File: config.mk
export PLATFORM = sky130hd
export DESIGN_NAME = sargantana_icache_inval_unit
export DESIGN_NICKNAME = d
export VERILOG_FILES = /design/src/rtl/sargantana_icache_inval_unit.sv
export SDC_FILE = /design/constraint.sdc
export NUM_CORES = 1
export LEC_CHECK = 0
export CORE_UTILIZATION = 55
export DETAILED_ROUTE_END_ITERATION = 12
export GPL_TIMING_DRIVEN = 0
export HOLD_SLACK_MARGIN = 0.08
export PLACE_DENSITY = 0.76
export SLEW_MARGIN = 0
export SYNTH_ARGS = -nofsm -noshare
export SYNTH_HDL_FRONTEND = slang
export SYNTH_SLANG_ARGS = --single-unit
export TNS_END_PERCENT = 1
File: constraint.sdc
create_clock -name clk_i -period 4.25 [get_ports clk_i]
set_input_delay 0.85 -clock clk_i [delete_from_list [all_inputs] [get_ports clk_i]]
set_output_delay 0.85 -clock clk_i [all_outputs]
set_load 0.01 [all_outputs]
File: src/rtl/sargantana_icache_inval_unit.sv
// Valid-bit invalidation sequencer for the icache: full-array sweep on fence.i
// and in-order issue of buffered single-line invalidations from upper levels.
module sargantana_icache_inval_unit #(
  parameter int IDX_WIDTH      = 6,
  parameter int N_WAY          = 4,
  parameter int INV_FIFO_DEPTH = 4
) (
  input  logic                 clk_i,
  input  logic                 rst_i,
  input  logic                 flush_req_i,
  output logic                 flush_done_o,
  input  logic                 inval_valid_i,
  input  logic [IDX_WIDTH-1:0] inval_idx_i,
  output logic                 inval_ready_o,
  input  logic                 cache_busy_i,
  output logic                 inval_o,
  output logic [IDX_WIDTH-1:0] inval_idx_o,
  output logic [N_WAY-1:0]     inval_way_mask_o,
  output logic                 busy_o
);

  localparam int PTR_W = $clog2(INV_FIFO_DEPTH);
  localparam int CNT_W = PTR_W + 1;
  localparam logic [IDX_WIDTH-1:0] IDX_LAST = '1;
  localparam logic [CNT_W-1:0]     FIFO_FULL = CNT_W'(INV_FIFO_DEPTH);

  typedef enum logic [1:0] {IDLE, FLUSH, DONE} state_t;

  state_t               state, state_n;
  logic [IDX_WIDTH-1:0] cnt, cnt_n;

  logic [IDX_WIDTH-1:0] fifo_mem [INV_FIFO_DEPTH];
  logic [PTR_W-1:0]     rd_ptr, wr_ptr;
  logic [CNT_W-1:0]     count, count_n;
  logic                 empty;

  logic                 push, pop, clear;
  logic                 issue, done;
  logic [IDX_WIDTH-1:0] issue_idx;
  logic                 ready_n;

  assign empty = (count == '0);

  // Requests seen while sweeping are covered by the sweep itself, so they are
  // acknowledged but never stored; the DONE cycle already stores normally.
  assign clear = (state == IDLE) && flush_req_i;
  assign push  = inval_valid_i && inval_ready_o && (state != FLUSH) && !clear;
  assign pop   = (state == IDLE) && !flush_req_i && !empty && !cache_busy_i;

  always_comb begin
    state_n   = state;
    cnt_n     = cnt;
    issue     = 1'b0;
    issue_idx = '0;
    done      = 1'b0;
    case (state)
      IDLE: begin
        if (flush_req_i) begin
          state_n = FLUSH;
        end else if (pop) begin
          issue     = 1'b1;
          issue_idx = fifo_mem[rd_ptr];
        end
      end
      FLUSH: begin
        if (!cache_busy_i) begin
          issue     = 1'b1;
          issue_idx = cnt;
          cnt_n     = cnt + IDX_WIDTH'(1);
          if (cnt == IDX_LAST) state_n = DONE;
        end
      end
      DONE: begin
        done    = 1'b1;
        cnt_n   = '0;
        state_n = IDLE;
      end
      default: state_n = IDLE;
    endcase
  end

  always_comb begin
    count_n = count;
    if (clear) count_n = '0;
    else       count_n = count + CNT_W'(push) - CNT_W'(pop);
  end

  // Ready is registered from the next-cycle state and occupancy, so a full
  // FIFO never accepts even when a pop happens in the same cycle.
  assign ready_n = (state_n == FLUSH) || (count_n != FIFO_FULL);

  always_ff @(posedge clk_i) begin
    if (rst_i) begin
      state            <= IDLE;
      cnt              <= '0;
      rd_ptr           <= '0;
      wr_ptr           <= '0;
      count            <= '0;
      flush_done_o     <= 1'b0;
      inval_o          <= 1'b0;
      inval_idx_o      <= '0;
      inval_way_mask_o <= '0;
      busy_o           <= 1'b0;
      inval_ready_o    <= 1'b1;
    end else begin
      state            <= state_n;
      cnt              <= cnt_n;
      count            <= count_n;
      flush_done_o     <= done;
      inval_o          <= issue;
      inval_way_mask_o <= issue ? '1 : '0;
      busy_o           <= (state != IDLE);
      inval_ready_o    <= ready_n;
      if (issue) inval_idx_o <= issue_idx;
      if (clear) begin
        rd_ptr <= '0;
        wr_ptr <= '0;
      end else begin
        if (push) wr_ptr <= wr_ptr + PTR_W'(1);
        if (pop)  rd_ptr <= rd_ptr + PTR_W'(1);
      end
    end
  end

  always_ff @(posedge clk_i) begin
    if (push) fifo_mem[wr_ptr] <= inval_idx_i;
  end

endmodule

# == Word level (Yosys, flattened, before mapping) ==
# Memories as Yosys holds them, arrays and structs flattened. A register that Yosys moved wholly into a read port is not among the register bits.
# Cells that the tools add are included.
# word_totals
ff_bits,29
ram_bits,24
in_bits,11
wordCells,63
n_memories,1
# classes
addsub,5
n_eq_ne,7
muxes,21
reduce_logical,18
# mem_list
memory,words,word_bits,rd,rd_clocked_by_memory_dff,write_ports,line_no,source
fifo_mem,4,6,1,1,1,32,logic [IDX_WIDTH-1:0] fifo_mem [INV_FIFO_DEPTH];
# op_table
operator,count
6-bit 2-to-1 mux,4
6-bit one-hot mux with 2 select lines,2
2-bit 2-to-1 mux,5
1-bit logical AND,7
6-bit by 1-bit adder with 6-bit output (second input constant),1
6-bit equality test (second input constant),1
1-bit 2-to-1 mux,6
2-bit by 1-bit adder with 2-bit output (second input constant),2
2-bit by 1-bit equality test with 1-bit output (second input constant),2
1-bit zero test,4
4-bit 2-to-1 mux,1
2-bit one-hot mux with 2 select lines,1
2-bit nonzero test,2
3-bit by 1-bit adder with 3-bit output,1
3-bit zero test,1
3-bit 2-to-1 mux,1
3-bit inequality test (second input constant),1
3-bit by 1-bit subtractor with 3-bit output,1
2-bit equality test (second input constant),1
2-bit zero test,1
2-bit by 1-bit inequality test with 1-bit output (second input constant),1
2-bit inequality test (second input constant),1
1-bit one-hot mux with 2 select lines,1
2-bit AND reduction,1
2 further kinds,2

# == Logic depth before layout (Yosys ltp) ==
# logic_depth
word_depth,9
depth_mapped,12
mapped_depth_nobuf,11

# == Worst setup path before layout ==
# No wires, ideal clock.
# synth_timing
path_type,input to register
from,input port cache_busy_i
to,register inval_ready_o
arrival_ns,2.925
required_time_ns,4.116
path_slack_ns,1.191
cell_stages,12
path_buffers,2
cell_sequence,buf_6 or4_4 buf_6 nor2_1 ha_1 inv_1 ha_1 inv_1 fa_1 xor3_1 and3_1 nand4b_1
# synth_between
elab_chain_len,6
# synth_rtl
item,line_no,source
"start, declared",15,"input logic cache_busy_i,"
1-bit zero test,--,
1-bit logical AND,48,assign pop = (state == IDLE) && !flush_req_i && !empty && !cache_busy_i;
3-bit by 1-bit subtractor with 3-bit output,85,else count_n = count + CNT_W'(push) - CNT_W'(pop);
3-bit 2-to-1 mux,84,if (clear) count_n = '0;
3-bit inequality test,90,assign ready_n = (state_n == FLUSH) || (count_n != FIFO_FULL);
1-bit logical OR *,90,
"end signal, assigned",113,inval_ready_o <= ready_n;
"end, declared",14,"output logic inval_ready_o,"
# Every way passes the cells marked *; elsewhere a longest branch is shown, timed or not.
# A chain may end at the register's enable or synchronous reset.

# == Final worst setup path ==
# layout_timing
from,input port flush_req_i
to,register inval_ready_o
# layout_between
elab_chain_len,8
# layout_rtl
item,line_no,source
"start, declared",10,"input logic flush_req_i,"
1-bit logical AND or 1-bit zero test (tied branches),"46, 48",
1-bit zero test or 1-bit logical AND (tied branches),"47, 48",
"1-bit logical AND, on equally long branches","47, 48",
3-bit by 1-bit adder with 3-bit output or 1-bit logical AND (tied branches),"85, 48",
3-bit by 1-bit subtractor with 3-bit output,85,
3-bit 2-to-1 mux,84,
3-bit inequality test,90,
1-bit logical OR *,90,
# Marked as above.

==> out/metrics.yaml <==
slew_headroom: 0.234
outcome: "completed"
async_flop_share: 0
synth_edf_count: 24
grt_pass1_wl_um: 7020
drt_pass1_iterations: 4
r2r_slack_ns: 1.28
ys_types: 41
numCtsBuffers: 5
yosysSeqAreaShare: 0.569
crit_chain: "clkdlybuf4s50_1, or3b_2, nor3b_1, inv_1, ha_1, inv_1, ha_1, inv_1, fa_1, xor3_1, and3_1, nand4b_1"
insertion_delay_ns: 0.30
final_common_cell: "dfxtp_1"
r2r_end: "inval_ready_o"
worst_pin_slew_ns: 1.14
clkSinkCount: 51
dpl_cell_area_um2: 2500
worstSetupPathType: "in -> reg"
final_area_um2: 2580
synth_simple_gate_area_frac: 0.137
synth_nets: 198
postSynthCellCount: 179
hold_end: "inval_idx_o[1]"
worstHoldPathCells: 2
syn2layout_area_growth_pct: 16.5
slowest_delay_ns: 0.49
drtIter0Drc: 154
boundaryPins: 25
stdcell_count: 257
r2r_start: "state[1]"
viasPerCell: 5.88
start_util: 0.588
period_needed_ns: 3.42
synth.mux.area_fraction: 0.0609
synth-compound-area-share: 0.123
setup_viol: 0
cts-htree-levels: 2
routed_wl_um: 4320
first_global_vias: 1484
final_cell_mix: "dfxtp_1 (27), edfxtp_1 (24), clkdlybuf4s50_1 (22)"
cts_setup_buffers: 0
fin_ws_ns: 0.834
wl_per_cell_um: 16.8
slew_violations: 0
hpwlAfterDp_um: 3110
n_antenna_cell: 0
synth_area_leaders: "edfxtp_1 (32%), dfxtp_1 (24%), mux4_2 (6.1%)"
cts_tree: "done"
cp-start-kind: "input pin"
grtUsageTotal: 0.224
die_y_um: 65.5
port_buffers: 22
fmax_mhz: 293
grt-ovfl-total: 0
min-delay-start: "inval_idx_o[1]"
hold_ws_ns: 0.496
yosys_warnings: 0
crit_slowest_cell: "nor3b_1"
via_count: 1510
critPathRequiredTime_ns: 4.41
fin_tns_setup_ns: 0
cp-end-kind: "flip-flop"
antenna_left: 0
arrival_ns: 3.58
yosysTopAreaCell: "edfxtp_1"
hp-class: "reg -> reg"
r2r_cells: 12
rsz0062_at_grt: "no"
root_buffer: "clkbuf_8"
syn_avg_cell_area_um2: 12.4
skew_ns: 0.0126
synthAdderAreaFrac: 0.0485
synth_ff_type: "dfxtp_1"
die_area_um2: 4290
clk_pin_slew_worst_paths_ns: 0.09
syn-cell-area_um2: 2220
holdBufCountCts: 0
fill_cells: 263
path_common_cell: "inv_1"
die_w_um: 65.5
fin_nets: 227
place_inst: 249
total_leakage_power_nw: 0.871
drc: 0
drive_gt1_frac: 0.115
maxCapViolations: 0
synth_xor_area_frac: 0.0107
cts_resized: 0
ys_ff_latch: 51
powerDensity_nw_per_um2: 344
peakVddDrop_v: 0.000258
cts.path.max_buffers: 2
yosysTopAreaCellShare: 0.325
grt_max_degree: 17
core_area_um2: 3770
antenna_found_initial: 0
pre_cts_ws_ns: 0.534
hold_viol_final: 0
cp_max_fo: 6
finalWeightedCongestion: 0.827
num_rows: 22
synth_top_family_by_area: "simple AND/OR/NAND/NOR gates"
fin_crit_sh: 0.804
state kept, by name, summed over array words and instances, names as in the netlist, named ones only:
register          flops
busy_o                1
cnt                   6
count                 3
fifo_mem             24
flush_done_o          1
inval_idx_o           6
inval_ready_o         1
inval_way_mask_o      1
rd_ptr                2
state                 2
wr_ptr                2
per-layer routing:
metal  global-route usage  up-vias  wire length (um)
met5                    0        -                 0
met4               0.0734        0                48
met3               0.0469        6               153
met2                0.369       43              2190
met1                0.294      728              1940
li1                     -      733                 -
per-stage QoR:
stage	power, W	util
2_1_floorplan	0.000595	-
3_3_place_gp	0.000624	0.663
3_5_place_dp	0.000628	0.663
4_1_cts	0.000889	0.685
5_1_grt	0.000917	0.685
6_report	0.000889	0.685
critical path, delay by kind of cell:
kind	cells	cell delay [ns]
XOR/XNOR	1	0.19
adder cells (fa/ha/maj)	3	0.81
buffers and inverters	4	0.68
AND/OR/NAND/NOR	4	1.04
worst max-delay path by stage:
stage                 start            end  slack [ns]  cells after the start
2_1_floorplan  cache_busy_i  inval_ready_o        1.19                     12
6_report        flush_req_i  inval_ready_o        0.83                     12
4_1_cts         flush_req_i  inval_ready_o        0.85                     12
5_1_grt         flush_req_i  inval_ready_o        0.63                     12
3_5_place_dp    flush_req_i  inval_ready_o        0.53                     12
3_3_place_gp    flush_req_i  inval_ready_o        0.63                     12
cell families (layout without fill, tap and decap cells):
family	count (synthesis)	count (layout)
flops	51	51
simple gates	49	49
compound gates	42	42
buf+inv	22	52
fa+ha+maj	8	8
mux	6	6
xor+xnor	1	1
cells in the mapped netlist (all sizes together), types with 6 or more instances:
cell type   n
inv         8
clkbuf      6
o211ai      7
edfxtp     24
ha          7
nor2        6
o21ai       8
and2        7
mux4        6
a21oi      13
buf         8
dfxtp      27
power by group:
part	internal [W]	leakage [nW]	switching (W)	total [W]
clock	0.000116	0.0452	0.000155	0.000271
sequential	0.000525	0.437	0.00000789	0.000533
combinational	0.0000400	0.389	0.0000444	0.0000844
total	0.000682	0.871	0.000207	0.000889
final cells by class:
class,instances,area (um^2),share of cell area
Clock buffer,6,72.6,0.0281
Buffer,14,83.8,0.0324
Sequential cell,51,1260,0.488
Multi-Input combinational cell,106,843,0.326
Inverter,8,30.0,0.0116
Clock inverter,2,13.8,0.00532
Timing Repair Buffer,22,220,0.0852
Tap cell,48,60.1,0.0232
(Power assumes the default switching activity.)
